$ cat config.mk
export PLATFORM = sky130hd
export DESIGN_NAME = seq_booth_mult
export DESIGN_NICKNAME = d
export VERILOG_FILES = /design/src/rtl/seq_booth_mult.sv
export SDC_FILE = /design/constraint.sdc
export NUM_CORES = 1
export LEC_CHECK = 0
export CAP_MARGIN = 30
export CORE_ASPECT_RATIO = 1.75
export CORE_MARGIN = 2
export CORE_UTILIZATION = 53
export CTS_CLUSTER_DIAMETER = 40
export DETAILED_ROUTE_END_ITERATION = 16
export PLACE_DENSITY = 0.77
export SYNTH_ARGS = -nofsm -noshare
export SYNTH_HDL_FRONTEND = slang
export SYNTH_SLANG_ARGS = --single-unit
export TNS_END_PERCENT = 30
$ cat constraint.sdc
create_clock -name clk -period 3.5 [get_ports clk]
set_clock_uncertainty 0.15 [all_clocks]
set_input_delay 0.525 -clock clk [delete_from_list [all_inputs] [get_ports clk]]
set_output_delay 0.525 -clock clk [all_outputs]
set_load 0.05 [all_outputs]
$ cat src/rtl/seq_booth_mult.sv
// Sequential radix-4 Booth multiplier, signed/unsigned per transaction; one Booth digit per clock.
// Latency WIDTH/2+1 cycles from accept to out_valid; result holds stable while out_ready is low.
module seq_booth_mult #(
  parameter int WIDTH = 8
) (
  input  logic                 clk,
  input  logic                 rst_n,
  input  logic                 in_valid,
  output logic                 in_ready,
  input  logic [WIDTH-1:0]     a,
  input  logic [WIDTH-1:0]     b,
  input  logic                 is_signed,
  output logic                 out_valid,
  input  logic                 out_ready,
  output logic [2*WIDTH-1:0]   p
);

  localparam int ITER = WIDTH / 2 + 1;
  // Two guard bits above the 2*WIDTH+2 minimum keep -2*mcand exact for every operand.
  localparam int ACCW = 2 * WIDTH + 4;
  localparam int CW   = $clog2(ITER + 1);

  typedef enum logic [1:0] {IDLE, CALC, DONE} state_t;

  state_t            state, state_nxt;
  logic [ACCW-1:0]   mcand;
  logic [ACCW-1:0]   acc;
  logic [ACCW-1:0]   pp;
  logic [ACCW-1:0]   acc_nxt;
  logic [WIDTH+2:0]  mplier;
  logic [CW-1:0]     cnt;
  logic              last;
  logic              accept;

  assign in_ready  = (state == IDLE);
  assign out_valid = (state == DONE);
  assign accept    = in_valid && in_ready;
  assign last      = (cnt == CW'(ITER - 1));

  always_ff @(posedge clk or negedge rst_n) begin
    if (!rst_n) state <= IDLE;
    else        state <= state_nxt;
  end

  always_comb begin
    state_nxt = state;
    case (state)
      IDLE:    if (accept) state_nxt = CALC;
      CALC:    if (last) state_nxt = DONE;
      DONE:    if (out_ready) state_nxt = IDLE;
      default: state_nxt = IDLE;
    endcase
  end

  // Booth digit from the lowest 3 bits of the (shifting) multiplier window.
  always_comb begin
    pp = '0;
    case (mplier[2:0])
      3'b001, 3'b010: pp = mcand;
      3'b011:         pp = mcand << 1;
      3'b100:         pp = -(mcand << 1);
      3'b101, 3'b110: pp = -mcand;
      default:        pp = '0;
    endcase
    acc_nxt = acc + pp;
  end

  always_ff @(posedge clk or negedge rst_n) begin
    if (!rst_n) begin
      mcand  <= '0;
      mplier <= '0;
      acc    <= '0;
      cnt    <= '0;
      p      <= '0;
    end else begin
      if (accept) begin
        mcand  <= {{(ACCW-WIDTH){is_signed & a[WIDTH-1]}}, a};
        mplier <= {{2{is_signed & b[WIDTH-1]}}, b, 1'b0};
        acc    <= '0;
        cnt    <= '0;
      end else if (state == CALC) begin
        acc    <= acc_nxt;
        mcand  <= mcand << 2;
        mplier <= {{2{mplier[WIDTH+2]}}, mplier[WIDTH+2:2]};
        cnt    <= cnt + 1'b1;
        if (last) p <= acc_nxt[2*WIDTH-1:0];
      end
    end
  end

endmodule

==> results of run 1 <==
-- per-layer routing --
| metal | vias to the layer above | track usage | routed length, um | share of wire |
|---|---|---|---|---|
| li1 | 2048 | - | - | - |
| met1 | 2114 | 0.343 | 4960 | 0.38 |
| met2 | 167 | 0.519 | 6820 | 0.53 |
| met3 | 45 | 0.0554 | 618 | 0.048 |
| met4 | 0 | 0.183 | 566 | 0.044 |
| met5 | - | 0 | 0 | 0 |
-- flip-flops by register name, summed over array words and instances (netlist names) --
name,count
p,16
acc,16
mcand,16
mplier,11
cnt,3
state,2
-- synth_stat cells (2+ instances only) --
library cell	number	area [um^2]
and3_1	2	12.5
o21ai_1	6	30.0
o21bai_1	2	15.0
dfrtp_1	64	1600
o21ai_0	46	230
a32o_1	2	20.0
nor3_1	10	50.1
clkbuf_1	33	124
inv_1	16	60.1
nand2_1	112	420
a22oi_1	13	97.6
xor2_1	14	123
o211ai_1	2	15.0
a211oi_1	4	30.0
mux2i_1	6	60.1
mux2_2	2	22.5
nor2b_1	3	18.8
a21o_1	3	22.5
ha_1	18	225
a221oi_1	3	26.3
nand2b_1	11	68.8
nor2_1	29	109
nand3_1	22	110
a21oi_1	23	115
a2111o_1	2	22.5
buf_6	2	22.5
o311ai_0	2	17.5
nand4_1	2	12.5
buf_1	5	18.8
a31oi_1	17	106
or3_1	2	12.5
and2_1	3	18.8
o21a_1	6	45.0
or4_4	2	22.5
o31ai_1	6	45.0
xnor2_1	13	114
o22ai_1	5	31.3
-- per-stage QoR --
step	area (um^2)	setup TNS, ps	hold WS, ps	instances
2_1_floorplan	4350	-71.8	79.4	534
3_3_place_gp	5180	-869	310	690
3_5_place_dp	5200	-1490	313	691
4_1_cts	5570	-2150	327	709
5_1_grt	5670	-5020	344	711
6_report	5670	-2550	322	711
-- critical path: cells and delay by family (launching register included) --
kind | cells | cell delay [ps]
buffers and inverters | 1 | 120
AOI/OAI and AO/OA | 5 | 850
adders and majority gates | 1 | 350
xor gates and xnor gates | 1 | 150
and+or+nand+nor | 5 | 1430
DFF | 1 | 390
muxes | 1 | 200
-- final cells by class --
| class | instances | share of cell area |
|---|---|---|
| clock buffers | 11 | 0.0410 |
| clock inverters | 5 | 0.0143 |
| inverters | 17 | 0.0112 |
| multi-input cells | 413 | 0.464 |
| flip-flops and latches | 64 | 0.282 |
| well taps | 90 | 0.0199 |
| repair buffers | 111 | 0.167 |
-- timing repair --
action	in CTS	in global routing
hold endpoints to repair	17	0
gates cloned	0	0
resized for setup	9	24
pin swaps	7	16
hold buffers	1	0
endpoints found under the setup margin	14	19
setup buffers	1	2
-- worst max path at each step --
stage,from,endpoint
2_1_floorplan,mcand[2],acc[15]
3_3_place_gp,mcand[0],acc[15]
3_5_place_dp,mcand[0],acc[15]
4_1_cts,mcand[0],acc[15]
5_1_grt,mcand[0],acc[15]
6_report,mcand[1],p[12]
-- cell families after synthesis --
family	synth area share
and+or+nand+nor	0.216
AOI/OAI and AO/OA	0.226
DFF	0.370
buffers and inverters	0.0529
xor gates and xnor gates	0.0598
adders and majority gates	0.0566
muxes	0.0191
==> results by group, run 1 <==
Setup path
  – Worst path cell trace: buf_6, or4_4, nand2b_4, or3_4, xor2_1, and2_4, a211oi_2, a21oi_1, ha_1, and2_1, o211ai_1, a21oi_1, mux2i_1, o311ai_0
  – Worst r2r path cells: 14
  – CP max stage delay: ~550 ps
  – CP max FO: 8
  – Worst EP arrival: around 3800 ps
  – Worst R2R Start: mcand[1]
  – Critical Path RT: around 3500 ps
  – Type of the worst setup path: flip-flop to flip-flop
  – R2r setup slk: -310 ps
  – CP max stage cell: or4_4
  – CP endpoint kind: flip-flop
  – RR Endpoint: p[12]
  – Top cell by count, worst path: a21oi_1
  – CP startpoint kind: flip-flop

Final layout
  – Antenna diodes: 0
  – # fillers: 599
  – Area Overhead vs Synth: 31.0%
  – Commonest non-fill, non-tap cell in the layout: nand2_1
  – Storage cell area: around 1600 um^2
  – Core Util, Final: 0.717
  – Multi-input logic area: between 2000 and 3000 um^2
  – Nets@finish: 656
  – Commonest non-fill, non-tap cells in the layout: 110 x nand2_1, 68 x buf_4, 64 x dfrtp_1
  – Layout cells sized above 1: 0.200

CTS
  – Total CTS buffers: 9
  – CTS tree: done
  – CTS root buffer: clkbuf_16
  – Clock buffer depth: 2
  – CTS clk-pin slew, worst paths: 60 ps
  – # clock sinks: 64
  – # H-tree levels: 3
  – Clk Latency, worst-skew pair: ~340 ps

Yosys
  – Async set-or-reset flop fraction in the synthesized netlist: 1.00
  – Mapped cell area: roughly 4300 um^2
  – Post-synth EDFFs: 0
  – Syn Area/Cell: slightly above 8 um^2
  – Yosys warns: 0
  – Syn_nets: 574
  – Synth Register Bits: 64
  – Post-synthesis sequential area ratio: 0.370
  – Post-Syn Instances: ~530
  – Synth unique cells: just under 60
  – Dominant synthesized flop cell: dfrtp_1

STA
  – Setup-failing EPs final: 13
  – Worst-Margin Slew: 816 ps
  – Rel. slew slack: 0.454
  – Final Max Slew Viols: 0
  – RSZ-0062 raised after global routing: yes
  – Fin worst setup slack: -305 ps
  – Fmax: roughly 0.26 GHz
  – Tcrit/Tclk final: 1.09
  – Final Critical Period: between 3000 and 4000 ps
  – Fin. Hold Viols: 0

Place
  – Final HPWL DP: 8940 um
  – Pre-CTS setup slack: -267 ps
  – Placer congestion estimate: 0.946
  – Port bufs: 38

Routing
  – Initial drt markers: ~420
  – DRC viols: 0
  – Drt wl/cell: around 18 um
  – Vias per inst: slightly above 6
  – Vias: roughly 4.4k
  – DRT Pass-1 Iters: 4
  – Final ANT Viol Nets: 0
  – Post-Route WL: approximately 13000 um

Worst hold path
  – Hold endpoint: mplier[6]
  – HP Class: flip-flop to flip-flop
  – Hold_sp: mplier[6]
  – Hold Path Depth: 2

Die
  – Die Y: around 120 um
  – Die X: 72.3 um
  – Core area: approximately 7900 um^2
  – FP Rows: 43
  – Initial Util: 0.547
  – # IOs: 39
  – DIE AREA: a little under 9000 um^2

GRT
  – Total GRT Usage: 0.303
  – Antenna violations before repair: 0
  – Vias in the first global route: 4429
  – Largest net degree at the start of global routing: 36
  – First-pass GRT wire length: a little over 20000 um
  – GRT overflow: 0

Outcome
  – Failing checks: negative setup slack
  – Status: complete, but fails checks

Job
  – Max cap viols: 0
Power of run 1 is left out: the tool's default activity adds up to more than one toggle a clock period on the data nets, which glitch-free logic cannot reach.
==> run 2: changes to the inputs <==
- PLACE_DENSITY: 0.77 -> 0.87
- TNS_END_PERCENT: 30 -> unset
==> run 2 against run 1 <==
Count of clock-buffer cells in the layout did not move. Via count rose by 2.7%. Critical path depth rose by 1. Critical path type unchanged. Wire length rose by 2.4%. Cell count fell by 0.70%. Sequential share of layout area did not move. The run still ends with negative setup slack left. Hold slack got worse by 290 ps. Global-route usage fell by 1.2 points. Maximum frequency rose by 0.79%.
==> results by group, run 2 (synthesized netlist as in run 1, its figures left out) <==
Outcome
  – Status: complete, but fails checks (unchanged)
  – Failing checks: negative setup slack (unchanged)

Routing
  – Initial drt markers: 479 (was 415)
  – DR WL met2: 6760 um (was 6820 um)
  – Met1 wire length: 5040 um (was 4960 um)
  – DRC viols: 0 (unchanged)
  – WL met3: 795 um (was 618 um)
  – Drt wl/cell: 18.8 um (was 18.2 um)
  – Final ANT Viol Nets: 0 (unchanged)
  – Vias per inst: 6.36 (was 6.15)
  – DRT Pass-1 Iters: 5 (was 4)
  – Vias: 4491 (was 4374)
  – Post-Route WL: 13300 um (was 13000 um)
  – DR top layer: met4 (unchanged)

STA
  – Rel. slew slack: 0.439 (was 0.454)
  – RSZ-0062 raised after global routing: yes (unchanged)
  – Setup-failing EPs final: 12 (was 13)
  – Worst-Margin Slew: 841 ps (was 816 ps)
  – Final Critical Period: 3780 ps (was 3810 ps)
  – Fin. Hold Viols: 0 (unchanged)
  – Tcrit/Tclk final: 1.08 (was 1.09)
  – Fmax: 0.265 GHz (was 0.263 GHz)
  – Final Max Slew Viols: 0 (unchanged)
  – Fin worst setup slack: -275 ps (was -305 ps)

Job
  – Max cap viols: 0 (unchanged)

Setup path
  – Type of the worst setup path: flip-flop to flip-flop (unchanged)
  – Critical Path RT: 3610 ps (was 3530 ps)
  – CP startpoint kind: flip-flop (unchanged)
  – Worst EP arrival: 3890 ps (was 3830 ps)
  – Worst r2r path cells: 15 (was 14)
  – CP max stage delay: 570 ps (was 550 ps)
  – CP bufs+invs: 1 (unchanged)
  – CP delay by family, top: simple AND/OR/NAND/NOR gates (unchanged)
  – CP endpoint kind: flip-flop (unchanged)
  – CP max FO: 6 (was 8)
  – RR Endpoint: p[15] (was p[12])
  – Worst R2R Start: mcand[0] (was mcand[1])
  – Worst path cell trace: or4_4, nand2b_4, or3_1, xor2_1, and2_4, o21ai_2, o21ai_1, ha_1, a21oi_2, o21ai_2, a21oi_1, o21a_1, buf_4, xnor3_1, o21ai_1 (was buf_6, or4_4, nand2b_4, or3_4, xor2_1, and2_4, a211oi_2, a21oi_1, ha_1, and2_1, o211ai_1, a21oi_1, mux2i_1, o311ai_0)
  – R2r setup slk: -280 ps (was -310 ps)
  – CP max stage cell: or4_4 (unchanged)

CTS
  – CTS tree: done (unchanged)
  – # clock sinks: 64 (unchanged)
  – # H-tree levels: 3 (unchanged)
  – Total CTS buffers: 9 (unchanged)
  – CTS clk-pin slew, worst paths: 60 ps (about the same)
  – CTS root buffer: clkbuf_16 (unchanged)
  – Clk Latency, worst-skew pair: 340 ps (about the same)
  – Hold-fix buffer count after cts: 0 (was 1)
  – Clock buffer depth: 2 (unchanged)

Die
  – # IOs: 39 (unchanged)
  – Die Y: 124 um (unchanged)
  – Core area: 7910 um^2 (unchanged)
  – DIE AREA: 8940 um^2 (unchanged)
  – Initial Util: 0.547 (unchanged)
  – Die X: 72.3 um (unchanged)
  – FP Rows: 43 (unchanged)

Worst hold path
  – HP Class: input pin to asynchronous set/reset pin (was flip-flop to flip-flop)

Final layout
  – Layout cells sized above 1: 0.219 (was 0.200)
  – Core Util, Final: 0.717 (unchanged)
  – Area Overhead vs Synth: 31.0% (unchanged)
  – Commonest non-fill, non-tap cell in the layout: nand2_1 (unchanged)
  – Nets@finish: 651 (was 656)
  – Top flop regs: acc: 16 flops, mcand: 16 flops, p: 16 flops (unchanged)
  – Antenna diodes: 0 (unchanged)
  – Commonest non-fill, non-tap cells in the layout: 108 x nand2_1, 66 x buf_4, 64 x dfrtp_1 (was 110 x nand2_1, 68 x buf_4, 64 x dfrtp_1)

GRT
  – GRT overflow: 0 (unchanged)
  – Vias in the first global route: 4372 (was 4429)
  – Total GRT Usage: 0.291 (was 0.303)
  – Largest net degree at the start of global routing: 65 (was 36)
  – First-pass GRT wire length: 20200 um (was 20700 um)
  – Antenna violations before repair: 0 (unchanged)

Place
  – Port bufs: 38 (unchanged)
  – Final HPWL DP: 8410 um (was 8940 um)
  – Placer congestion estimate: 0.940 (was 0.946)
-- run 2: changes by cell type in the layout (fill, tap and decap cells not counted), sizes merged --
cell         previous run  this run
buf                    73        69
bufinv                  2         1
clkinvlp                1         2
dlygate4sd3             1         0
-- run 2: layout make-up --
class	count	area (um^2)
clock inverters	5	55.1
repair buffers	106	902
flip-flops and latches	64	1600
multi-input cells	413	2690
fillers	558	2240
inverters	17	63.8
well taps	90	113
clock buffers	11	253
-- run 2: how the worst max path moves through the flow --
stage	from	endpoint	slack, ps	cells after the start
after global placement	mcand[0]	acc[14]	-30	12
after detailed placement	mcand[0]	acc[15]	-190	17
after CTS	mcand[0]	acc[15]	-150	15
after floorplan	mcand[2]	acc[15]	-70	17
final	mcand[0]	p[15]	-280	15
after global routing	mcand[0]	acc[15]	-380	15
-- run 2: through the flow --
step / cells / instance area, um^2 / hold WS [ps] / setup TNS (ps) / setup WS [ps]
2_1_floorplan: 534 / 4350 / 79.4 / -71.8 / -71.8
3_3_place_gp: 680 / 5120 / 311 / -71.0 / -26.5
3_5_place_dp: 680 / 5120 / 320 / -568 / -191
4_1_cts: 705 / 5560 / 59.7 / -424 / -155
5_1_grt: 706 / 5670 / 61.0 / -3780 / -384
6_report: 706 / 5670 / 29.7 / -1610 / -275
-- run 2: per-layer routing --
metal,vias to the layer above,GRT usage
met1,2154,0.339
li1,2031,-
met3,67,0.0481
met4,0,0.197
met5,-,0
met2,239,0.483
-- run 2: what timing repair did --
| action | CTS | global route |
|---|---|---|
| buffers inserted | 9 | 1 |
| gates resized for setup | 13 | 36 |
| setup endpoints to repair | 11 | 20 |
| pin swaps | 5 | 11 |
Power of run 2 is left out for the same reason.
